[src/rtl/oai4_pkg.sv]
// Shared definitions for the OAI4 streaming block: buffer state encoding,
// default widths and the single-bit OR-AND-INVERT helper.
package oai4_pkg;

  // Default operand/result width and transfer-counter width.
  localparam int W_DEF     = 4;
  localparam int CNT_W_DEF = 16;

  // Occupancy of the 2-entry output buffer.
  typedef enum logic [1:0] {
    EMPTY = 2'd0,
    ONE   = 2'd1,
    FULL  = 2'd2
  } state_t;

  // OR-AND-INVERT 2-2 on a single bit.
  function automatic logic oai22_bit(input logic a, input logic b,
                                     input logic c, input logic d);
    return ~((a | b) & (c | d));
  endfunction

endpackage

[src/rtl/oai4_core.sv]
// Combinational per-bit OR-AND-INVERT 2-2 over W-bit operand vectors.
module oai4_core
  import oai4_pkg::*;
#(
  parameter int W = W_DEF
) (
  input  logic [W-1:0] a,
  input  logic [W-1:0] b,
  input  logic [W-1:0] c,
  input  logic [W-1:0] d,
  output logic [W-1:0] y
);

  // Apply the single-bit OAI function independently to each bit position.
  always_comb begin
    y = {W{1'b0}};
    for (int i = 0; i < W; i++) begin
      y[i] = oai22_bit(a[i], b[i], c[i], d[i]);
    end
  end

endmodule

[src/rtl/oai4_stream.sv]
// OAI4 streaming block: operands are turned into an OAI 2-2 result by
// oai4_core and queued in a 2-entry in-order buffer behind a valid/ready
// handshake. in_ready and out_valid are flops, so no combinational path
// runs from out_ready to in_ready.
// Optional feature: define OAI4_STREAM_CNT_EN to build the done_cnt
// transfer counter; otherwise done_cnt is tied to zero.
module oai4_stream
  import oai4_pkg::*;
#(
  parameter int W     = W_DEF,
  parameter int CNT_W = CNT_W_DEF
) (
  input  logic             clk,
  input  logic             rst,
  input  logic [W-1:0]     a,
  input  logic [W-1:0]     b,
  input  logic [W-1:0]     c,
  input  logic [W-1:0]     d,
  input  logic             in_valid,
  output logic             in_ready,
  output logic [W-1:0]     y,
  output logic             out_valid,
  input  logic             out_ready,
  output logic [CNT_W-1:0] done_cnt
);

  logic [W-1:0] w_res;
  state_t       r_state;
  state_t       w_state_nxt;
  logic [W-1:0] r_head;
  logic [W-1:0] r_tail;
  logic [W-1:0] w_head_nxt;
  logic [W-1:0] w_tail_nxt;
  logic         r_in_ready;
  logic         r_out_valid;
  logic         w_in_fire;
  logic         w_out_fire;

  oai4_core #(.W(W)) u_core (
    .a (a),
    .b (b),
    .c (c),
    .d (d),
    .y (w_res)
  );

  assign w_in_fire  = in_valid & r_in_ready;
  assign w_out_fire = r_out_valid & out_ready;

  assign in_ready  = r_in_ready;
  assign out_valid = r_out_valid;
  assign y         = r_head;

  // Next buffer state and contents from the current occupancy and handshakes.
  always_comb begin
    w_state_nxt = r_state;
    w_head_nxt  = r_head;
    w_tail_nxt  = r_tail;
    case (r_state)
      EMPTY: begin
        if (w_in_fire) begin
          w_state_nxt = ONE;
          w_head_nxt  = w_res;
        end else begin
          w_state_nxt = EMPTY;
        end
      end
      ONE: begin
        if (w_in_fire && w_out_fire) begin
          // Head leaves and the new result takes its place.
          w_state_nxt = ONE;
          w_head_nxt  = w_res;
        end else if (w_in_fire) begin
          w_state_nxt = FULL;
          w_tail_nxt  = w_res;
        end else if (w_out_fire) begin
          w_state_nxt = EMPTY;
          w_head_nxt  = {W{1'b0}};
        end else begin
          w_state_nxt = ONE;
        end
      end
      FULL: begin
        // in_ready is low here, so operands are never captured.
        if (w_out_fire) begin
          w_state_nxt = ONE;
          w_head_nxt  = r_tail;
          w_tail_nxt  = {W{1'b0}};
        end else begin
          w_state_nxt = FULL;
        end
      end
      default: begin
        w_state_nxt = EMPTY;
        w_head_nxt  = {W{1'b0}};
        w_tail_nxt  = {W{1'b0}};
      end
    endcase
  end

  // State, buffer and handshake flags; reset wins over any handshake.
  always_ff @(posedge clk) begin
    if (rst) begin
      r_state     <= EMPTY;
      r_head      <= {W{1'b0}};
      r_tail      <= {W{1'b0}};
      r_in_ready  <= 1'b1;
      r_out_valid <= 1'b0;
    end else begin
      r_state     <= w_state_nxt;
      r_head      <= w_head_nxt;
      r_tail      <= w_tail_nxt;
      r_in_ready  <= (w_state_nxt != FULL);
      r_out_valid <= (w_state_nxt == ONE) || (w_state_nxt == FULL);
    end
  end

`ifdef OAI4_STREAM_CNT_EN
  logic [CNT_W-1:0] r_done_cnt;

  // Count completed output transfers, wrapping naturally at the width.
  always_ff @(posedge clk) begin
    if (rst) begin
      r_done_cnt <= {CNT_W{1'b0}};
    end else if (w_out_fire) begin
      r_done_cnt <= r_done_cnt + {{(CNT_W-1){1'b0}}, 1'b1};
    end else begin
      r_done_cnt <= r_done_cnt;
    end
  end

  assign done_cnt = r_done_cnt;
`else
  assign done_cnt = {CNT_W{1'b0}};
`endif

endmodule

[config.mk]
export PLATFORM = sky130hd
export DESIGN_NAME = oai4_stream
export DESIGN_NICKNAME = d
export VERILOG_FILES = /design/src/rtl/oai4_pkg.sv /design/src/rtl/oai4_core.sv /design/src/rtl/oai4_stream.sv
export SDC_FILE = /design/constraint.sdc
export NUM_CORES = 1
export LEC_CHECK = 0
export CELL_PAD_IN_SITES_DETAIL_PLACEMENT = 0
export CELL_PAD_IN_SITES_GLOBAL_PLACEMENT = 1
export CORE_MARGIN = 8
export CORE_UTILIZATION = 28
export DETAILED_ROUTE_END_ITERATION = 16
export PLACE_DENSITY_LB_ADDON = 0.1
export REMOVE_ABC_BUFFERS = 1
export SLEW_MARGIN = 20
export SYNTH_ARGS = -nofsm -noshare
export SYNTH_HDL_FRONTEND = slang
export SYNTH_SLANG_ARGS = --single-unit
[constraint.sdc]
create_clock -name clk -period 2.3 [get_ports clk]
set_clock_uncertainty 0.2 [all_clocks]
set_input_delay 0.345 -clock clk [delete_from_list [all_inputs] [get_ports clk]]
set_output_delay 0.345 -clock clk [all_outputs]
set_load 0.005 [all_outputs]
=== Yosys cells after proc, flatten, opt, wreduce, memory -nomap -nowiden ===
Index checks and enable logic that the tools add are counted.

* Input bits: 20
* Bits in registers: 12
* Output and inout bits: 22

* Bitwise logic cells: 19
* Eq/ne operators: 11
* Mux-type cells: 14
* Reductions and logical operators: 5

{| class="wikitable"
|+ Operator list
! operator !! number
|-
| $mux W4 || 6
|-
| $pmux W4 S3 || 2
|-
| $ne A2 B2 Y1 const B || 5
|-
| $or A1 B1 Y1 || 8
|-
| $reduce_and A4 Y1 || 2
|-
| $and A1 B1 Y1 || 6
|-
| $mux W2 || 3
|-
| $ne A3 B3 Y1 const B || 2
|-
| $pmux W2 S3 || 1
|-
| $not A1 Y1 || 5
|-
| $eq A2 B1 Y1 const B || 2
|-
| $eq A2 B2 Y1 const B || 2
|-
| $logic_not A2 Y1 || 1
|-
| $mux W1 || 2
|-
| $logic_and A1 B1 Y1 || 1
|-
| $logic_or A1 B1 Y1 || 1
|}

=== Logic depth before layout (Yosys ltp) ===
* Depth in word-level cells: 7
* Mapped depth: 7
* Depth with buffers taken out: 7

=== Cells and area by module ===
From an unflattened synthesis, not the netlist that was laid out.

* Cells, all modules: 89
* Area, all modules: 737.0 µm²

{| class="wikitable"
|+ Modules (own cells, without submodules)
! module !! seq. area each (µm²) !! instances !! cells each !! area each (µm²)
|-
| oai4_stream || 240.2 || 1 || 85 || 711.9
|-
| oai4_core || 0.0 || 1 || 4 || 25.0
|}

=== Worst setup path before layout ===
OpenSTA, ideal clock, no wires.

* Path kind: input-to-reg
* Start point: input out_ready
* End point: register r_tail[1]
* Library setup time: 60 ps
* Stages: 6
* Data arrival time: 1351 ps
* Data required time: 2040 ps
* Path slack: 689 ps
* Cells stage by stage: nand2_1 > inv_1 > ha_1 > o21bai_1 > a221oi_2 > a22o_1

* Word-level cells in the longest chain between the ends: 4
* Elaborated cells between the ends (all ways): 5

{| class="wikitable"
|+ Ends and longest elaborated chain
! element !! line !! source
|-
| from (decl) || oai4_stream.sv:23 || <nowiki>input logic out_ready,</nowiki>
|-
| $and A1 B1 Y1 * || oai4_stream.sv:48 || <nowiki>assign w_out_fire = r_out_valid & out_ready;</nowiki>
|-
| $logic_and A1 B1 Y1 || oai4_stream.sv:69 || <nowiki>if (w_in_fire && w_out_fire) begin</nowiki>
|-
| $ne A2 B2 Y1 (no source line) || -- ||
|-
| $reduce_and A4 Y1 (no source line) * || -- ||
|-
| to (signal assigned) || oai4_stream.sv:106 || <nowiki>r_tail <= {W{1'b0}};</nowiki>
|-
| to (signal assigned) || oai4_stream.sv:112 || <nowiki>r_tail <= w_tail_nxt;</nowiki>
|-
| to (decl) || oai4_stream.sv:31 || <nowiki>logic [W-1:0] r_tail;</nowiki>
|}

Mark *: on every way between the ends. The rest lies on a longest branch, timed or not.
A chain may end at the register's enable or synchronous reset.

=== Worst setup path in the final report ===
* Start point: input in_valid
* End point: register r_tail[0]

* Word-level cells in the longest chain between the ends: 4
* Elaborated cells between the ends (all ways): 5

{| class="wikitable"
|+ Ends and longest elaborated chain
! element !! line !! source
|-
| from (decl) || oai4_stream.sv:19 || <nowiki>input logic in_valid,</nowiki>
|-
| $and A1 B1 Y1 * || oai4_stream.sv:47 || <nowiki>assign w_in_fire = in_valid & r_in_ready;</nowiki>
|-
| $logic_and A1 B1 Y1 || oai4_stream.sv:69 ||
|-
| $ne A2 B2 Y1 (no source line) || -- ||
|-
| $reduce_and A4 Y1 (no source line) * || -- ||
|}

Marked as above.

==> impl_metrics.tcl <==
set metrics [dict create \
    outcome "finished clean" \
    ctsHtreeMaxLevel 1 \
    clkTransAtPathRegs_ps 70 \
    pre_cts_ws_ps 116.2 \
    period_share_pct 82.81 \
    area_delta_synth_final_pct 33.68 \
    grt_use_total_pct 7.916 \
    antenna_cells 0 \
    antenna_found_initial 0 \
    clk_latency_ps 260 \
    power.total_uw 519.7 \
    die_area_um2 4506 \
    port_buffers 25 \
    synthArstFlopShare_pct 0 \
    synth_area_leaders "dfxtp_1, buf_4, inv_1" \
    hold_viol 0 \
    cts.sinks 12 \
    maxCapViolCount 0 \
    hp-class "reg -> reg" \
    cts_buffers 3 \
    cp_slowest_stage_delay_ps 490 \
    critPathKind "in -> reg" \
    postRouteAntennaNets 0 \
    path_cells "clkdlybuf4s50_1 -> nand2_2 -> inv_1 -> ha_1 -> o21bai_1 -> a221oi_2 -> a22o_1" \
    clk_path_buf_depth 2 \
    drv_slew 0 \
    syn_area_um2 732.0 \
    initial_core_util_pct 29.55 \
    end_kind "register" \
    setup_viol 0 \
    max_freq_mhz 525.0 \
    placementRows 18 \
    arrival_ps 1910 \
    overflow 0 \
    synth_flop_cell "dfxtp_1" \
    post_cts_buffers 0 \
    drt-total-wl_um 1660 \
    synth_top_area_share_pct 32.82 \
    synth.most_common_cell "buf_4" \
    worst_slack_ps 395.4 \
    synth_cells 85 \
    grt_max_degree 16 \
    rsz0062_at_grt "no" \
    place.gp.congestion 0.7466 \
    start_kind "input port" \
    ys_warn_count 0 \
    die_x_um 67.13 \
    drive_above_1_share_pct 11.61 \
    first_global_vias 641 \
    synth_common_cells "buf_4, dfxtp_1, inv_1, nor2_1, o22ai_1" \
    grt_pass1_wl_um 2760 \
    drt-initial-drc-count 17 \
    synth_top_cell_by_area "dfxtp_1" \
    ir_drop_v 0.0003319 \
    yosys.cell_types.count 26 \
    vias 621 \
    coreArea_um2 2477 \
    die_h_um 67.13 \
    cts_tree "yes" \
    crit_required_ps 2310 \
    hpwl_um 1413 \
    post-route-util_pct 39.49 \
    ys_seq_area_share_pct 32.82 \
    nFillCells 261 \
    p_per_area_nw_per_um2 531.1 \
    period_needed_ps 1905 \
    p_leak_nw 0.3922 \
    crit_slowest_cell "clkdlybuf4s50_1" \
    cts_repair_resize_count 0 \
    final_nets 136 \
    whs_ps 277.0 \
    critPathMaxFanout 5 \
    synth-edff-count 0 \
    remaining_drc_errors 0 \
    cts-root-buf "clkbuf_4" \
    ctsHoldBuffers 0 \
    io-pin-count 42 \
    avgSynthCellArea_um2 8.611 \
    wire_per_inst_um 11.69 \
    synth_seq_cells 12 \
    drtPass1Iterations 4 \
    fin_tns_setup_ps 0 \
    vias_per_cell 4.373 \
]
## worst max-delay path, delay by kind of cell
kind | cells | cell delay [ps]
compound gates | 3 | 690
fa+ha+maj | 1 | 210
simple gates | 1 | 110
buf+inv | 2 | 560
## cells by family (layout without fill, tap and decap cells)
logic type,Yosys count,count (layout),share of synthesized area [%]
AND/OR/NAND/NOR,15,15,11.97
flip-flops,12,12,32.82
AO/OA/AOI/OAI,27,27,27.69
other,1,16,0.5123
buffers and inverters,28,40,23.59
adder cells (fa/ha/maj),2,2,3.418
## metrics by stage
step / std cells / area, um2
finish: 142 / 978.4
global route: 142 / 978.4
CTS: 142 / 978.4
detailed placement: 139 / 955.9
global placement: 139 / 955.9
floorplan: 82 / 653.1
## flip-flops by register name, indices dropped and copies added, names as in the netlist
signal,count
in_ready,1
out_valid,1
r_state,2
r_tail,4
y,4
## final timing paths
path	to	slack (ps)	from	depth (start not counted)
setup / recovery	r_tail[0]	400	in_valid	7
hold / removal	y[1]	280	y[1]	2
setup reg to reg	out_valid	500	r_state[1]	5
hold reg to reg	y[1]	280	y[1]	2
## metal layers
| metal | GRT usage [%] | wire [um] |
|---|---|---|
| met4 | 3.916 | 25 |
| met3 | 3.311 | 139 |
| met5 | 0 | 0 |
| met2 | 12.31 | 743 |
| met1 | 9.195 | 751 |
## cells in the final DEF (no fill, tap or decap)
cell and n:
clkdlybuf4s50_1 25, conb_1 16, dfxtp_1 12, inv_1 10, nor2_1 5, o22ai_1 5, a22o_1 4, a21oi_1 4
o21ai_0 4, o32ai_1 4, a21oi_2 3, clkbuf_4 3, nand2b_1 2, ha_1 2, buf_4 2, nand2_1 1
nand2_2 1, nor2b_1 1, nand3_1 1, nand2b_2 1, or2_1 1, o21bai_1 1, a221oi_2 1, nor4_2 1
and2b_1 1, a31oi_2 1
## report_power, final
| part | internal [mW] | total (mW) | leakage [nW] | switching [mW] |
|---|---|---|---|---|
| Sequential | 0.226 | 0.241 | 0.0981 | 0.0151 |
| Clock | 0.0604 | 0.124 | 0.0138 | 0.0637 |
| Combinational | 0.0857 | 0.155 | 0.280 | 0.0691 |
| Total | 0.372 | 0.520 | 0.392 | 0.148 |
## final cells by class
class                      count  area [um2]  share of cell area [%]
timing repair buffer          27       265.3                   27.11
inverter                      10       37.54                   3.836
clock buffer                   3       22.52                   2.302
tap                           30       37.54                   3.836
multi-input combinational     60       375.4                   38.36
sequential                    12       240.2                   24.55
(Power assumes the default switching activity.)
